--- src/rtl/umtrx_tx_sample_bridge.sv ---
`default_nettype none
// ============================================================================
//  Module   : umtrx_tx_sample_bridge
//  Purpose  : Multi-channel TX sample handoff between VITA deframers and DUC
//             chains. Each channel has a small sample FIFO, prime/run/drain
//             sequencing, DAC-strobe-qualified pops, idle-sample fill on
//             underrun and a saturating underrun counter.
//  Revision : 1.0  initial release
// ============================================================================
module umtrx_tx_sample_bridge #(
  parameter int               NCHAN       = 2,
  parameter int               WIDTH       = 32,
  parameter int               DEPTH_LOG2  = 3,
  parameter int               PRIME_LVL   = 2,
  parameter logic [WIDTH-1:0] IDLE_SAMPLE = '0
) (
  input  logic                            clk,
  input  logic                            rst,
  input  logic [NCHAN-1:0]                clear,
  input  logic [NCHAN*WIDTH-1:0]          in_data,
  input  logic [NCHAN-1:0]                in_valid,
  output logic [NCHAN-1:0]                in_ready,
  input  logic [NCHAN-1:0]                in_run,
  input  logic                            dac_stb,
  input  logic [NCHAN-1:0]                duc_strobe,
  output logic [NCHAN*WIDTH-1:0]          out_sample,
  output logic [NCHAN-1:0]                out_run,
  output logic [NCHAN-1:0]                underrun,
  output logic [NCHAN*16-1:0]             underrun_cnt,
  output logic [NCHAN*(DEPTH_LOG2+1)-1:0] fill
);

  localparam int              DEPTH      = 2**DEPTH_LOG2;
  localparam int              FW         = DEPTH_LOG2 + 1;
  localparam logic [FW-1:0]   FULL_LVL   = FW'(DEPTH);
  localparam logic [FW-1:0]   PRIME_FILL = FW'(PRIME_LVL);

  typedef enum logic [1:0] {
    ST_IDLE  = 2'd0,
    ST_PRIME = 2'd1,
    ST_RUN   = 2'd2,
    ST_DRAIN = 2'd3
  } state_t;

  genvar k;
  generate
    for (k = 0; k < NCHAN; k++) begin : g_chan
      logic [WIDTH-1:0]      mem [DEPTH];
      logic [DEPTH_LOG2-1:0] wr_ptr;
      logic [DEPTH_LOG2-1:0] rd_ptr;
      logic [FW-1:0]         cnt_fill;
      state_t                state;
      state_t                state_nxt;
      logic                  running;
      logic                  empty;
      logic                  push;
      logic                  pop_req;
      logic                  pop;
      logic                  starve;
      logic [WIDTH-1:0]      sample_q;
      logic                  underrun_q;
      logic [15:0]           ucnt_q;

      // Ready is withheld during reset and whenever the FIFO is full; a pop
      // in the same cycle does not open a slot until the next cycle.
      assign empty        = (cnt_fill == '0);
      assign in_ready[k]  = ~rst & (cnt_fill < FULL_LVL);
      assign push         = in_valid[k] & in_ready[k] & ~clear[k];
      assign pop_req      = duc_strobe[k] & dac_stb & running;
      assign pop          = pop_req & ~empty & ~clear[k];
      // Running dry mid-burst is an underrun; running dry while draining is
      // simply the end of the burst.
      assign starve       = pop_req & (state == ST_RUN) & empty;

      // Sample storage; no reset needed since occupancy gates every read.
      always_ff @(posedge clk) begin
        if (push) begin
          mem[wr_ptr] <= in_data[k*WIDTH +: WIDTH];
        end
      end

      // Pointers and occupancy; pointers wrap naturally at the FIFO depth.
      always_ff @(posedge clk) begin
        if (rst || clear[k]) begin
          wr_ptr   <= '0;
          rd_ptr   <= '0;
          cnt_fill <= '0;
        end else begin
          if (push) wr_ptr <= wr_ptr + 1'b1;
          if (pop)  rd_ptr <= rd_ptr + 1'b1;
          case ({push, pop})
            2'b10:   cnt_fill <= cnt_fill + FW'(1);
            2'b01:   cnt_fill <= cnt_fill - FW'(1);
            default: cnt_fill <= cnt_fill;
          endcase
        end
      end

      // Burst sequencing state register.
      always_ff @(posedge clk) begin
        if (rst) state <= ST_IDLE;
        else     state <= state_nxt;
      end

      // Next-state and run decode; clear forces the channel back to idle.
      always_comb begin
        state_nxt = state;
        running   = 1'b0;
        case (state)
          ST_IDLE: begin
            if (in_run[k]) state_nxt = ST_PRIME;
          end
          ST_PRIME: begin
            if (cnt_fill >= PRIME_FILL) state_nxt = ST_RUN;
            else if (!in_run[k])        state_nxt = (empty && !push) ? ST_IDLE : ST_DRAIN;
          end
          ST_RUN: begin
            running = 1'b1;
            if (!in_run[k]) state_nxt = ST_DRAIN;
          end
          ST_DRAIN: begin
            running = 1'b1;
            if (in_run[k])           state_nxt = ST_RUN;
            else if (empty && !push) state_nxt = ST_IDLE;
          end
          default: state_nxt = ST_IDLE;
        endcase
        if (clear[k]) state_nxt = ST_IDLE;
      end

      // Output sample, underrun pulse and saturating underrun count.
      always_ff @(posedge clk) begin
        if (rst) begin
          sample_q   <= IDLE_SAMPLE;
          underrun_q <= 1'b0;
          ucnt_q     <= '0;
        end else if (clear[k]) begin
          sample_q   <= IDLE_SAMPLE;
          underrun_q <= 1'b0;
        end else begin
          underrun_q <= starve;
          if (starve && (ucnt_q != 16'hFFFF)) ucnt_q <= ucnt_q + 16'd1;
          if (pop_req)       sample_q <= empty ? IDLE_SAMPLE : mem[rd_ptr];
          else if (!running) sample_q <= IDLE_SAMPLE;
        end
      end

      assign out_sample[k*WIDTH +: WIDTH] = sample_q;
      assign out_run[k]                   = running;
      assign underrun[k]                  = underrun_q;
      assign underrun_cnt[k*16 +: 16]     = ucnt_q;
      assign fill[k*FW +: FW]             = cnt_fill;
    end
  endgenerate

endmodule
`default_nettype wire
--- config.mk ---
export PLATFORM = sky130hd
export DESIGN_NAME = umtrx_tx_sample_bridge
export DESIGN_NICKNAME = d
export VERILOG_FILES = /design/src/rtl/umtrx_tx_sample_bridge.sv
export SDC_FILE = /design/constraint.sdc
export NUM_CORES = 1
export LEC_CHECK = 0
export BUFFER_PORTS_ARGS = -buffer_cell sky130_fd_sc_hd__buf_2
export CAP_MARGIN = 20
export CORE_ASPECT_RATIO = 2
export CORE_MARGIN = 5
export CORE_UTILIZATION = 50
export CTS_BUF_LIST = sky130_fd_sc_hd__clkbuf_2
export CTS_CLUSTER_DIAMETER = 150
export CTS_CLUSTER_SIZE = 12
export DETAILED_ROUTE_END_ITERATION = 10
export GPL_ROUTABILITY_DRIVEN = 0
export PLACE_DENSITY = 0.79
export REMOVE_ABC_BUFFERS = 1
export SETUP_SLACK_MARGIN = 0.4
export SLEW_MARGIN = 20
export SYNTH_ARGS = -nofsm -noshare
export SYNTH_HDL_FRONTEND = slang
export SYNTH_SLANG_ARGS = --single-unit
export TNS_END_PERCENT = 5
--- constraint.sdc ---
create_clock -name clk -period 9.5 [get_ports clk]
set_clock_uncertainty 0.1 [all_clocks]
set_input_delay 1.9 -clock clk [delete_from_list [all_inputs] [get_ports clk]]
set_output_delay 1.9 -clock clk [all_outputs]
set_load 0.01 [all_outputs]
==> results.md <==
* Post-route design area at roughly 27,000 um^2
* Clock-pin slew on the worst setup and hold paths at between 0.2 and 0.25 ns
* Vias in the first global route at 13,505
* Crit-path cells: buf_2 > nor2_1 > buf_2
* Synthesized cell area at approximately 24,000 um^2
* First-pass GRT wire length at between 70,000 and 80,000 um
* Crit-path most repeated cell: buf_2
* Cells on worst reg2reg path at 4
* Warnings, synthesis at 0
* Final setup viols at 0
* Max IR drop VDD at 0.0991 mV
* Dpl hpwl at between 30,000 and 40,000 um
* Die Area at around 53,000 um^2
* Die Y at roughly 320 um
* Critical Path RT at between 7 and 8 ns
* Final period util at about half
* Crit end category: output port
* Setup bufs post-CTS at 0
* HP Class: flip-flop to flip-flop
* Synth top area share at between 60 and 70%
* Io pins at approximately 190
* Unrepaired setup endpoints after global routing: false
* Area delta synth->final at 9.72%
* Via count at between 10,000 and 15,000
* 1st-iter DRT viols at ~830
* FP Rows at between 100 and 150
* Port bufs at 184
* Worst Tran Pin Value at approximately 1.1 ns
* Min-Delay Path Depth at 2
* Clock root buffer: clkbuf_2
* Cts hold-fix bufs at 0
* Post-synthesis cell count at 1,345
* Layout Nets at about 1,600
* Worst Setup Start Kind: input pin
* Maximum clock insertion buffer count at 3
* Worst path max stage delay at 0.64 ns
* Number of synthesized register bits at 640
* CP delay by family, top: buffers and inverters
* Fin. max-slew vios at 0
* Worst hold endpoint: g_chan[0].sample_q[0]$_SDFFE_PP0P_
* Max_slew headroom at a little over a quarter
* Synth top area cells: edfxtp_1 63%, mux4_2 12%, dfxtp_1 11%, mux2i_1 2.8%, o21ai_0 1.7%
* Status: finished clean
* Syn_area_per_cell at 18.1 um^2
* Antenna violations before repair at 11
* Gr usage total at between 10% and 20%
* Final Critical Period at approximately 4.8 ns
* Post_cts resized at 0
* Setup CP Type: input pin to output port
* Hold_sp: g_chan[0].sample_q[0]$_SDFFE_PP0P_
* CP Buf/Inv Count at 2
* Sink Count at 640
* Final Util at a little under three fifths
* Fmax at 0.208 GHz
* Total power at about 4.3 mW
* Core Box Area at about 48,000 um^2
* Arr. time, crit path at 2.80 ns
* Total CTS buffers at between 50 and 60
* Endpoints failing hold at 0
* DRC Markers at 0
* Initial Util at roughly 50%
* Reg-to-reg endpoint: g_chan[0].mem[4][18]$_DFFE_PP_
* Total gr overflow at 0
* Wire per inst at between 20 and 25 um
* WL final at roughly 50,000 um
* Pleak at about 8.6 nW
* Total power density per cell area at between 150 and 200 nW/um^2
* RR Startpoint: g_chan[0].cnt_fill[3]$_SDFFE_PP0P_
* H-tree levels at 2
* Die width at around 170 um
* CTS tree: done
* DRT Pass-1 Iters at 5
* TNS Setup at 0 ns
* Yosys cell types at 44
* Worst path slowest cell: buf_2
* Layout cells sized above 1 at between 30% and 40%
* Yosys top cell by area: edfxtp_1
* Largest net degree at the start of global routing at 64
* Seq/Total Area, Yosys at roughly three quarters
* Max Cap Violations at 0
* Max Fanout on Critical Path at 49
* Final ANT Viol Nets at 0
* Placement Cell Area at around 26,000 um^2
* Worst skew pair latency at just over 1 ns
* Reg2reg setup slack at 6.60 ns
* Vias per inst at about 5.6
==> worst reg2reg max path, stage by stage, from the launching register on <==
cell     delay (ns)
dfxtp_1        0.46
or4b_2         0.80
or2_2          0.40
nor2_4         0.57
buf_16         0.24
==> stage by stage <==
stage | hold WS (ns) | setup slack [ns] | std cells
2_1_floorplan | 0.372 | 3.80 | 1270
3_3_place_gp | 0.332 | 4.57 | 2116
3_5_place_dp | 0.338 | 4.52 | 2118
4_1_cts | 0.378 | 4.69 | 2229
5_1_grt | 0.403 | 4.56 | 2235
6_report | 0.370 | 4.70 | 2238
==> routing by layer <==
metal | global-route usage (%) | part of all wire (%) | vias to the layer above
li1 | - | - | 5755
met1 | 19.9 | 35 | 6357
met2 | 34.5 | 56 | 326
met3 | 3.60 | 5.2 | 123
met4 | 7.82 | 4.1 | 2
met5 | 0 | 0.027 | -
==> placed cells by master (no fill, tap or decap), types with 18 or more instances in the layout <==
master	instances
edfxtp_1	512
nor2_1	37
clkbuf_2	108
mux2i_1	69
mux4_2	128
buf_2	184
nand3_1	22
or4_1	18
nand2_1	79
a21oi_1	39
o21ai_0	83
buf_4	24
dfxtp_1	122
==> area by class of cell <==
cell class              instances  area (um^2)
repair buffers                211         1170
clock inverters                 3         42.5
inverters                      11         41.3
diodes                          8         20.0
well taps                     638          798
clock buffers                 108          541
fillers                      3824        21500
multi-input cells             619         6110
flip-flops and latches        640        17900
==> Yosys cell counts <==
library cell	n
mux4_2	128
or2_2	4
buf_4	4
or3_1	8
nor4_4	2
o41ai_1	4
and4_1	4
o31ai_1	16
dfxtp_1	128
clkbuf_1	45
o311ai_0	2
nor4bb_1	2
nor2b_1	10
mux2_2	5
nor4b_1	4
nand2b_1	4
buf_2	21
a21o_1	2
inv_1	11
nor4_2	1
or3b_2	1
nand3_1	22
nor3_1	6
or2_1	2
nand4_2	2
o21ai_0	83
nand3_2	2
nor4_1	7
nor2_1	49
xor2_1	8
buf_6	1
nand4_1	8
mux2i_1	69
or4_1	18
and3_1	6
xnor2_1	6
a21oi_1	39
or3b_1	1
ha_1	12
mux2_1	1
nand2_1	79
edfxtp_1	512
or4b_2	2
buf_1	4
==> worst max path at each step <==
| stage | startpoint | endpoint | slack, ns | cells past startpoint |
|---|---|---|---|---|
| after floorplan | clear[0] | g_chan[0].mem[0][0]$_DFFE_PP_ | 3.80 | 3 |
| after global placement | rst | g_chan[0].mem[4][9]$_DFFE_PP_ | 4.57 | 4 |
| after detailed placement | rst | g_chan[1].mem[4][4]$_DFFE_PP_ | 4.52 | 4 |
| after CTS | rst | in_ready[1] | 4.69 | 3 |
| after global routing | rst | in_ready[1] | 4.56 | 3 |
| final | rst | in_ready[1] | 4.70 | 3 |
==> power by group <==
part           internal [mW]  switching [mW]
Clock                  0.317           0.820
Combinational         0.0264          0.0556
Sequential              3.03         0.00418
==> cell families (layout without fill, tap and decap cells) <==
| family | count (synthesis) | after routing | synth area share (%) |
|---|---|---|---|
| multiplexers | 203 | 203 | 15.0 |
| other | 0 | 8 | 0 |
| XOR/XNOR | 14 | 14 | 0.504 |
| adder cells (fa/ha/maj) | 12 | 12 | 0.618 |
| buffers and inverters | 86 | 333 | 1.53 |
| AND/OR/NAND/NOR | 244 | 244 | 5.31 |
| flip-flops | 640 | 640 | 73.8 |
| AO/OA/AOI/OAI | 146 | 146 | 3.28 |
==> flip-flops by register name, indices dropped and copies added, names as in the netlist, named ones only <==
| name | cells |
|---|---|
| g_chan.cnt_fill | 8 |
| g_chan.sample_q | 64 |
| g_chan.underrun_q | 2 |
| g_chan.ucnt_q | 32 |
| g_chan.mem | 512 |
| g_chan.wr_ptr | 6 |
| g_chan.rd_ptr | 6 |
| g_chan.state | 4 |
Power figures use the tool's default switching activity.
